==> src/rtl/scan_decoder_pkg.sv <==
// Shared constants for the scan_decoder block.
// Widths depend on module parameters, so only the mode encodings live here.
package scan_decoder_pkg;

    localparam logic MODE_DIRECT = 1'b0;
    localparam logic MODE_SCAN   = 1'b1;

endpackage

==> src/rtl/scan_decoder_onehot_decode.sv <==
// Purely combinational binary-to-one-hot decoder: out[i] = (sel == i).
module onehot_decode #(
    parameter  int SIZE_IN  = 4,
    localparam int SIZE_OUT = 2 ** SIZE_IN
) (
    input  logic [SIZE_IN-1:0]  sel,
    output logic [SIZE_OUT-1:0] out
);

    // Single active bit at the selected position.
    always_comb begin
        out      = {SIZE_OUT{1'b0}};
        out[sel] = 1'b1;
    end

endmodule

==> src/rtl/scan_decoder.sv <==
// Registered binary-to-one-hot decoder with direct (load) and scan (prescaled
// stepping) modes, optional active-low output polarity and a wrap pulse.
module scan_decoder
    import scan_decoder_pkg::*;
#(
    parameter  int SIZE_IN    = 4,
    parameter  int DIV_WIDTH  = 16,
    parameter  bit ACTIVE_LOW = 1'b0,
    localparam int SIZE_OUT   = 2 ** SIZE_IN
) (
    input  logic                 clk,
    input  logic                 rst_n,
    input  logic                 en,
    input  logic                 mode,
    input  logic                 load,
    input  logic [SIZE_IN-1:0]   sel,
    input  logic [DIV_WIDTH-1:0] div,
    input  logic [SIZE_IN-1:0]   scan_last,
    output logic [SIZE_OUT-1:0]  out,
    output logic [SIZE_IN-1:0]   idx,
    output logic                 wrap
);

    localparam logic [SIZE_OUT-1:0]  POL_MASK  = {SIZE_OUT{ACTIVE_LOW}};
    localparam logic [DIV_WIDTH-1:0] TICK_ZERO = {DIV_WIDTH{1'b0}};
    localparam logic [DIV_WIDTH-1:0] TICK_ONE  = {{(DIV_WIDTH-1){1'b0}}, 1'b1};
    localparam logic [SIZE_IN-1:0]   IDX_ZERO  = {SIZE_IN{1'b0}};
    localparam logic [SIZE_IN-1:0]   IDX_ONE   = {{(SIZE_IN-1){1'b0}}, 1'b1};

    logic [DIV_WIDTH-1:0] tick_r;
    logic [DIV_WIDTH-1:0] tick_next_s;
    logic [SIZE_IN-1:0]   idx_r;
    logic [SIZE_IN-1:0]   idx_next_s;
    logic                 wrap_r;
    logic                 wrap_next_s;
    logic [SIZE_OUT-1:0]  out_r;
    logic [SIZE_OUT-1:0]  out_next_s;
    logic [SIZE_OUT-1:0]  onehot_s;

    // Next index/tick/wrap: en dominates, then mode, then load or prescaler tick.
    always_comb begin
        tick_next_s = tick_r;
        idx_next_s  = idx_r;
        wrap_next_s = 1'b0;
        if (!en) begin
            tick_next_s = TICK_ZERO;
        end else begin
            case (mode)
                MODE_DIRECT: begin
                    tick_next_s = TICK_ZERO;
                    if (load) begin
                        idx_next_s = sel;
                    end else begin
                        idx_next_s = idx_r;
                    end
                end
                MODE_SCAN: begin
                    // A div lowered below tick is not special-cased: tick runs on to its natural rollover.
                    if (tick_r == div) begin
                        tick_next_s = TICK_ZERO;
                        if (idx_r >= scan_last) begin
                            idx_next_s  = IDX_ZERO;
                            wrap_next_s = 1'b1;
                        end else begin
                            idx_next_s  = idx_r + IDX_ONE;
                        end
                    end else begin
                        tick_next_s = tick_r + TICK_ONE;
                    end
                end
                default: begin
                    tick_next_s = TICK_ZERO;
                    idx_next_s  = idx_r;
                end
            endcase
        end
    end

    onehot_decode #(
        .SIZE_IN (SIZE_IN)
    ) u_decode (
        .sel (idx_next_s),
        .out (onehot_s)
    );

    // Polarity-adjusted output, forced inactive while disabled.
    always_comb begin
        if (en) begin
            out_next_s = onehot_s ^ POL_MASK;
        end else begin
            out_next_s = POL_MASK;
        end
    end

    // State and output registers.
    always_ff @(posedge clk or negedge rst_n) begin
        if (!rst_n) begin
            tick_r <= TICK_ZERO;
            idx_r  <= IDX_ZERO;
            wrap_r <= 1'b0;
            out_r  <= POL_MASK;
        end else begin
            tick_r <= tick_next_s;
            idx_r  <= idx_next_s;
            wrap_r <= wrap_next_s;
            out_r  <= out_next_s;
        end
    end

    assign out  = out_r;
    assign idx  = idx_r;
    assign wrap = wrap_r;

endmodule

==> config.mk <==
export PLATFORM = sky130hd
export DESIGN_NAME = scan_decoder
export DESIGN_NICKNAME = d
export VERILOG_FILES = /design/src/rtl/scan_decoder_pkg.sv /design/src/rtl/scan_decoder_onehot_decode.sv /design/src/rtl/scan_decoder.sv
export SDC_FILE = /design/constraint.sdc
export NUM_CORES = 1
export LEC_CHECK = 0
export CORE_ASPECT_RATIO = 1.25
export CORE_MARGIN = 3
export CORE_UTILIZATION = 49
export DETAILED_ROUTE_END_ITERATION = 8
export PLACE_DENSITY = 0.92
export SLEW_MARGIN = 15
export SYNTH_ARGS = -nofsm -noshare
export SYNTH_HDL_FRONTEND = slang
export SYNTH_SLANG_ARGS = --single-unit
==> constraint.sdc <==
create_clock -name clk -period 2.8 [get_ports clk]
set_clock_uncertainty 0.1 [all_clocks]
set_input_delay 0.7 -clock clk [delete_from_list [all_inputs] [get_ports clk]]
set_output_delay 0.7 -clock clk [all_outputs]
set_load 0.01 [all_outputs]
==> metrics, run 1 <==
outcome=complete, but fails checks; failing checks=setup timing; initial core utilization=0.513; DR pass1 iterations=5; post-synthesis register bit count=37; Design Area, Final=2860 um2; setup tns final=-14.1 ps; crit start category=input pin; pwr dens=467 nW/um2; Yosys cell types=40; hold buffer count at cts=0; Seq/Total Area, Yosys=0.473; vias in the first global route=1,865; average cell area after synthesis=9.88 um2; # Max-Cap Violations=0; vias=1,735; met2 routed WL=2.64 mm; Final Slew Violations=0; DR WL met3=241 um; Finished Core Util=0.749; CP arrival=2890 ps; Met1 Wirelength=2.05 mm; Critical-path top delay cell=o311ai_4; Top delay family on crit path=simple AND/OR/NAND/NOR gates; fin nets=305; Hold Fails Final Rpt=0; Routed Antenna Nets=0; chip width=62.5 um; ratio of cells with drive above 1 in the final layout=0.173; row count=25; Inserted Clock Buffers=5; Post-synth EDFFs=0; fmax=0.356 GHz; core area=3820 um2; worst slew pin tran=451 ps; DR WL/cell=15.6 um; largest fanout on the critical path=5; die height=76.7 um; final setup fails=2; relative slew slack=0.699; diodes inserted=0; CP peak stage delay=430 ps; routed vias/inst=5.34; Post-Syn Area=1960 um2; CTS tree=yes; Reg clk slew, reported paths=70 ps; clk_lat worst skew=290 ps; post-route DRC violation count=0; Boundary Pins=50; WL final=5.06 mm; Hold Crit Class=reg -> reg; top routing layer in use=met4; First DRT Iteration DRCs=70; P_leak=1.35 nW; synthesized net count=233; Final Non-Filler Cells=325; Post-synth ARST share=1.00; worst setup margin=-12.6 ps; Die Footprint=4790 um2; Buf+Inv Stages, Crit Path=2; largest net degree at the start of global routing=38; Post-synth top flop=dfrtp_1; Inst Count DP=315; cell count after synthesis=198; Root Buffer=clkbuf_8; total track usage=0.221; Yosys warning total=0; commonest non-fill, non-tap cell in the layout=clkdlybuf4s50_1; CP Capture Type=flop; Tcrit/Tclk final=1.00; initial antenna violation count=0; gr ovfl total=0; clock tree buffer depth=2; IO buf count=49; H-tree levels=2; Final min period=2810 ps; Post-DP Area=2650 um2; dpl hpwl=3.46 mm; GP Congestion=0.847; maximum vdd drop=0.361 mV; Num Clock Sinks=37; first-pass GRT wire length=8.41 mm; WP data required=2880 ps; most frequent cells in the layout=clkdlybuf4s50_1, nor2_1, dfrtp_1, xor2_1, buf_4; Area Overhead vs Synth=46.0%; critical path, cell by cell=clkdlybuf4s50_1, xor2_1, nor4_1, nand4_1, buf_6, or2_4, o311ai_4, nand2b_4, nor2_1; Setup Crit Path Kind=in -> reg
## final timing paths
kind,start,end,slack (ps),depth (start not counted)
worst max-delay path,div[3],out[10],-10,9
worst min-delay path,tick_r[0],tick_r[0],470,1
max in group asynchronous,rst_n,out[13],1550,2
worst min register to register,tick_r[0],tick_r[0],470,1
worst max register to register,tick_r[1],out[10],330,8
min in group asynchronous,rst_n,tick_r[15],720,2
## Yosys cell counts (2+ instances only)
library cell / number / area (um2)
nor2b_1: 2 / 12.5
o211ai_1: 2 / 15.0
xor2_1: 24 / 210
nor3_1: 4 / 20.0
nand2b_1: 3 / 18.8
or2_1: 2 / 12.5
nand4_1: 4 / 25.0
a21oi_1: 3 / 15.0
xnor2_1: 6 / 52.6
nand3_1: 12 / 60.1
o21ai_0: 2 / 10.0
nand2_1: 9 / 33.8
inv_1: 9 / 33.8
nor4_1: 5 / 31.3
ha_1: 6 / 75.1
dfrtp_1: 37 / 926
clkbuf_1: 3 / 11.3
o21a_1: 4 / 30.0
a21o_1: 2 / 15.0
nor2_1: 39 / 146
## per-layer routing
metal	up-vias	GRT usage
met2	65	0.392
met5	-	0
met4	0	0.0861
met1	832	0.250
li1	823	-
met3	15	0.0615
## logic make-up after synthesis
| group | share of synthesized area |
|---|---|
| xor+xnor | 0.134 |
| mux | 0.00512 |
| buf+inv | 0.0256 |
| compound gates | 0.109 |
| simple gates | 0.215 |
| flops | 0.473 |
| fa+ha+maj | 0.0384 |
## metrics by stage
stage               power, mW  hold WS [ps]  worst slack (ps)
finish                   1.33           468             -12.6
detailed placement      0.922           458              -293
floorplan               0.742           304               214
global placement        0.915           434              -271
global route             1.40           506             -67.1
CTS                      1.32           475              1.90
## power by group
group,internal (mW),switching [mW],leakage (nW)
logic,0.188,0.176,0.789
registers,0.557,0.0238,0.505
clock network,0.199,0.190,0.0512
total,0.944,0.390,1.35
## timing repair
action | 4_1_cts | 5_1_grt
pin swaps | 0 | 12
setup endpoints to repair | 2 | 17
setup buffers | 0 | 1
gates cloned | 0 | 1
gates resized for setup | 1 | 24
## layout make-up
cell class	instances	area, um2
Inverter	9	33.8
Multi-Input combinational cell	148	1050
Timing Repair Buffer	69	682
Clock buffer	6	82.6
Fill cell	265	958
Sequential cell	37	926
Clock inverter	2	13.8
Tap cell	54	67.6
## registers in the layout, indices dropped and copies added (netlist names)
register / cells
out: 16
tick_r: 16
idx: 4
wrap: 1
Note: power is estimated with default switching activity, not from simulation.
==> run 2: changes to the inputs <==
Settings changed: ABC_AREA set to 1, CORE_MARGIN 3 to not set, CORE_UTILIZATION 49 to 50, SETUP_SLACK_MARGIN set to 0.15.
==> run 2 against run 1 <==
- the flow now finishes without violations
- die area is 5.5% lower
- sequential power is 0.9% lower
- setup slack better by 330 ps
- first-iteration DRC count is 33% higher
- hold slack worse by 64 ps
- critical endpoint is now out[2]
==> metrics, run 2 <==
setup tns final=0 ps (+14.1 ps); Hold Startpoint=tick_r[7]; launching point of the worst reg2reg path=idx[2]; CP Capture Type=flop; final setup fails=0 (-2); R2R cell count=13 (+5); Commonest cells post-synth=nand2_1, inv_1, nor2_1; outcome=completed; Area Overhead vs Synth=33.6%; DR WL/cell=11.8 um (-24%); Critical R2R Capture=out[2]; biggest area consumer among synthesized cells=dfrtp_1; CTS tree=yes; Die Footprint=4530 um2 (-5.5%); Post-synth top flop=dfrtp_1; Final min period=2490 ps (-327 ps); most frequent cells in the layout=nand2_1, clkdlybuf4s50_1, inv_1, nor2_1, dfrtp_1; Final Non-Filler Cells=412 (+27%); gr ovfl total=0 (unchanged); Num Clock Sinks=37 (unchanged); First DRT Iteration DRCs=93 (+33%); fmax=0.402 GHz (+13%); CP arrival=2580 ps (-310 ps); RSZ-0062 raised after global routing=no; Routed Antenna Nets=0 (unchanged); Finished Core Util=0.694 (-0.0544); row count=26 (+4.0%); initial core utilization=0.520 (+0.00705); Setup Crit Path Kind=in -> reg; Boundary Pins=50 (unchanged); largest net degree at the start of global routing=38 (unchanged); total track usage=0.235 (+0.0144); Hold EP=tick_r[7]; ratio of cells with drive above 1 in the final layout=0.0871 (-0.0864); Inserted Clock Buffers=5 (unchanged); post-route DRC violation count=0 (unchanged); IO buf count=49 (unchanged); diodes inserted=0 (unchanged); total power=1.41 mW (+6.0%); relative slew slack=0.688 (-0.0109); worst slew pin tran=468 ps (+16.4 ps); hold buffer count at cts=0 (unchanged); first-pass GRT wire length=7.77 mm (-7.6%); chip width=60.4 um (-3.4%); routed vias/inst=4.86 (-9.0%); largest cells by area after synthesis=dfrtp_1, nand2_1, inv_1, nor2_1, nand3_1; post-synthesis register bit count=37 (unchanged); pwr dens=497 nW/um2 (+6.4%); WP data required=2890 ps (about the same); vias=2,001 (+15%); Seq/Total Area, Yosys=0.435 (-0.0386); Reg clk slew, reported paths=70 ps (about the same); commonest non-fill, non-tap cell in the layout=nand2_1; r2r setup slk=720 ps (+390 ps); H-tree levels=2 (unchanged); largest fanout on the critical path=4 (-1); Yosys cell types=25 (-38%); Post-Syn Area=2130 um2 (+8.9%); DR WL met3=268 um (+11%); synthesized net count=333 (+43%); maximum vdd drop=0.396 mV (+9.7%); Yosys warning total=0 (unchanged); average cell area after synthesis=7.15 um2 (-28%); die height=75.0 um (-2.2%); Met1 Wirelength=1.95 mm (-4.6%); dpl hpwl=3.59 mm (+3.7%); Root Buffer=clkbuf_8; met2 routed WL=2.53 mm (-4.4%); Post-synth ARST share=1.00 (unchanged); Inst Count DP=404 (+28%); P_leak=1.41 nW (+4.6%); DR pass1 iterations=4 (-1); Post-synth EDFFs=0 (unchanged); WL final=4.84 mm (-4.3%); crit start category=input pin; fin nets=390 (+28%); clk_lat worst skew=300 ps (about the same); Final Slew Violations=0 (unchanged); Hold Path Depth=1 (unchanged); Tcrit/Tclk final=0.888 (-0.117); initial antenna violation count=0 (unchanged); top routing layer in use=met4; clock tree buffer depth=2 (unchanged); post-synth top area share=0.435 (-0.0386); Hold Crit Class=reg -> reg; cell count after synthesis=298 (+51%); core area=4100 um2 (+7.4%); vias in the first global route=1,911 (+2.5%); # Max-Cap Violations=0 (unchanged); GP Congestion=0.841 (-0.66%); Hold Fails Final Rpt=0 (unchanged); leading cell type by number of instances after synthesis=nand2_1
==> run 2: cell type report <==
class / count / area [um2]
flip-flops and latches: 37 / 926
well taps: 56 / 70.1
clock inverters: 3 / 65.1
inverters: 55 / 206
multi-input cells: 205 / 1000
clock buffers: 5 / 68.8
repair buffers: 51 / 505
fillers: 339 / 1250
==> run 2: metal layers <==
layer | vias to the layer above | GRT usage
li1 | 1025 | -
met5 | - | 0
met1 | 896 | 0.245
met2 | 68 | 0.427
met3 | 12 | 0.0704
met4 | 0 | 0.106
==> run 2: cell families after synthesis <==
group           synth area share
compound gates            0.0593
simple gates               0.343
fa+ha+maj                 0.0352
buf+inv                   0.0992
xor+xnor                  0.0288
flops                      0.435
==> run 2: stage by stage <==
stage               worst slack [ps]  instance area, um2  hold WS, ps
finish                           315                2850          404
global route                     151                2850          463
CTS                              284                2840          408
detailed placement             -17.1                2700          396
global placement                85.2                2700          394
floorplan                        671                2130          304
==> run 2: how the worst max path moves through the flow <==
stage | startpoint | depth (start not counted) | to | slack (ps)
2_1_floorplan | scan_last[3] | 11 | out[5] | 670
3_3_place_gp | scan_last[3] | 12 | out[5] | 90
3_5_place_dp | scan_last[3] | 12 | out[14] | -20
4_1_cts | scan_last[3] | 12 | out[9] | 280
5_1_grt | scan_last[3] | 14 | out[11] | 150
6_report | scan_last[3] | 15 | out[2] | 310
==> run 2: worst max-delay path, stage by stage <==
cell and delay, ps:
clkdlybuf4s50_1 450, inv_1 40, ha_1 310, nand2_1 60
inv_1 50, nand3_1 100, nand3_1 140, nor2_1 130
nand3_1 90, nand3b_1 90, nand2_1 90, inv_1 100
nand2_1 70, nand2_2 100, nor2_1 60
==> run 2: repair_timing <==
action / CTS / global route
endpoints found under the hold margin: 0 / 0
resized for setup: 0 / 4
setup buffers: 0 / 0
endpoints found under the setup margin: 0 / 8
==> run 2: where the power goes <==
part           internal, mW  switching (mW)
clock                 0.354           0.196
sequential            0.554          0.0211
combinational         0.132           0.158
total                  1.04           0.375
==> run 3: changes to the inputs <==
Settings changed: CORE_UTILIZATION 50 to 40, HOLD_SLACK_MARGIN set to 0.05, PLACE_DENSITY 0.92 to 0.78.
==> run 3 against run 2 <==
- largest power group unchanged
- critical path type unchanged
- non-clock buffer count increased by 2
- flip-flop and latch count unchanged
- largest cell class unchanged
- final area increased by 0.40%
- sequential power about the same
- die area increased by 24%
- via count decreased by 2.7%
- clock power decreased by 17%
- hold slack improved by 21 ps
- register-to-register slack got worse by 20 ps
- setup slack improved by 37 ps
- count of clock-buffer cells in the layout unchanged
==> metrics, run 3 (synthesis gave the netlist of run 2 again) <==
outcome=completed; number of fill cells=473 (+40%); post-route DRC violation count=0 (unchanged); die height=83.6 um (+11%); worst slack at placement=-11.7 ps (+5.32 ps); CTS tree=yes; relative slew slack=0.705 (+0.0173); GP Congestion=0.838 (-0.38%); Area Overhead vs Synth=34.1%; largest net degree at the start of global routing=38 (unchanged); Boundary Pins=50 (unchanged); diodes inserted=0 (unchanged); crit start category=input pin; routed vias/inst=4.63 (-4.6%); fin nets=392 (+0.51%); # Max-Cap Violations=0 (unchanged); postcts setup bufs=0 (unchanged); H-tree levels=2 (unchanged); Inst Count DP=412 (+2.0%); CP Capture Type=flop; Hold Fails Final Rpt=0 (unchanged); Inserted Clock Buffers=5 (unchanged); Reg clk slew, reported paths=80 ps (about the same); row count=29 (+12%); IO buf count=49 (unchanged); Die Footprint=5620 um2 (+24%); Hold Path Depth=1 (unchanged); dpl hpwl=3.45 mm (-3.9%); chip width=67.3 um (+11%); Num Clock Sinks=37 (unchanged); Tcrit/Tclk final=0.874 (-0.0133); initial antenna violation count=0 (unchanged); DR WL/cell=10.7 um (-8.8%); Final min period=2450 ps (-37.3 ps); maximum vdd drop=0.363 mV (-8.3%); ratio of cells with drive above 1 in the final layout=0.0978 (+0.0107); Critical R2R Capture=tick_r[14]; total track usage=0.174 (-0.0615); worst slew pin tran=442 ps (-26.0 ps); register area=926 um2 (unchanged); gr ovfl total=0 (unchanged); initial core utilization=0.416 (-0.103); DR pass1 iterations=4 (unchanged); core area=5120 um2 (+25%); worst setup margin=352 ps (+37.3 ps); R2R cell count=11 (-2); launching point of the worst reg2reg path=tick_r[0]; CP arrival=2570 ps (about the same); vias=1,946 (-2.7%); Root Buffer=clkbuf_8; largest fanout on the critical path=4 (unchanged); clock tree buffer depth=2 (unchanged); fmax=0.408 GHz (+1.5%); most frequent cells in the layout=nand2_1, clkdlybuf4s50_1, inv_1, nor2_1, dfrtp_1; Hold Startpoint=tick_r[7]; vias in the first global route=1,841 (-3.7%); P_leak=1.41 nW (about the same); WP data required=2920 ps (+30 ps); final setup fails=0 (unchanged); Final Slew Violations=0 (unchanged); First DRT Iteration DRCs=47 (-49%); pwr dens=465 nW/um2 (-6.4%); multi-input logic area=1010 um2 (+0.75%); Routed Antenna Nets=0 (unchanged); WL final=4.51 mm (-7.0%); clk_lat worst skew=290 ps (about the same); first-pass GRT wire length=7.39 mm (-4.9%); Finished Core Util=0.559 (-0.136); commonest non-fill, non-tap cell in the layout=nand2_1; Setup Crit Path Kind=in -> reg; Hold EP=tick_r[7]; hold buffer count at cts=0 (unchanged); r2r setup slk=700 ps (-20 ps); Hold Crit Class=reg -> reg; Final Non-Filler Cells=420 (+1.9%); RSZ-0062 raised after global routing=no
==> run 3: power by group <==
part           internal, mW  total (mW)  leakage (nW)  switching [mW]
Sequential            0.554       0.576         0.504          0.0225
Combinational         0.136       0.293         0.849           0.157
Clock                 0.266       0.459        0.0543           0.193
Total                 0.956        1.33          1.41           0.373
==> run 3: area by class of cell <==
cell class                 count  share of cell area
clock buffer                   5              0.0241
sequential                    37               0.324
clock inverter                 3              0.0162
tap                           62              0.0271
timing repair buffer          53               0.182
inverter                      55              0.0722
multi-input combinational    205               0.354
==> run 3: routing by layer <==
metal / wire length, um / vias to the layer above / GRT usage
met4: 84 / 0 / 0.0638
met5: 0 / - / 0
met1: 1910 / 866 / 0.186
li1: - / 1026 / -
met2: 2240 / 44 / 0.306
met3: 263 / 10 / 0.0574
==> run 3: worst max path at each step <==
stage | start | endpoint | slack [ps] | cells past startpoint
detailed placement | scan_last[3] | out[6] | -10 | 12
floorplan | scan_last[3] | out[5] | 670 | 11
CTS | scan_last[3] | out[6] | 290 | 12
global placement | scan_last[3] | out[4] | 60 | 12
global route | scan_last[3] | out[9] | 170 | 14
finish | scan_last[3] | out[13] | 350 | 14
==> run 3: timing repair <==
item / in CTS / in global routing
endpoints found under the hold margin: 0 / 0
resized for setup: 0 / 5
setup endpoints to repair: 0 / 12
==> run 3: through the flow <==
| stage | cell area [um2] | hold slack, ps | setup TNS, ps | total power [mW] |
|---|---|---|---|---|
| finish | 2860 | 425 | 0 | 1.33 |
| CTS | 2840 | 431 | 0 | 1.34 |
| detailed placement | 2720 | 419 | -34.8 | 0.871 |
| global placement | 2720 | 401 | 0 | 0.866 |
| floorplan | 2130 | 304 | 0 | 0.738 |
| global route | 2860 | 447 | 0 | 1.41 |
==> run 3: worst max-delay path, cell delays in order <==
cell	delay (ps)
clkdlybuf4s50_1	460
inv_1	40
ha_1	310
nand2_1	70
inv_1	60
nand3_2	80
nand3_2	100
nor2_1	100
nand3_1	80
nand3b_1	100
nand2_1	100
inv_1	90
nand3_1	140
nor2_1	130
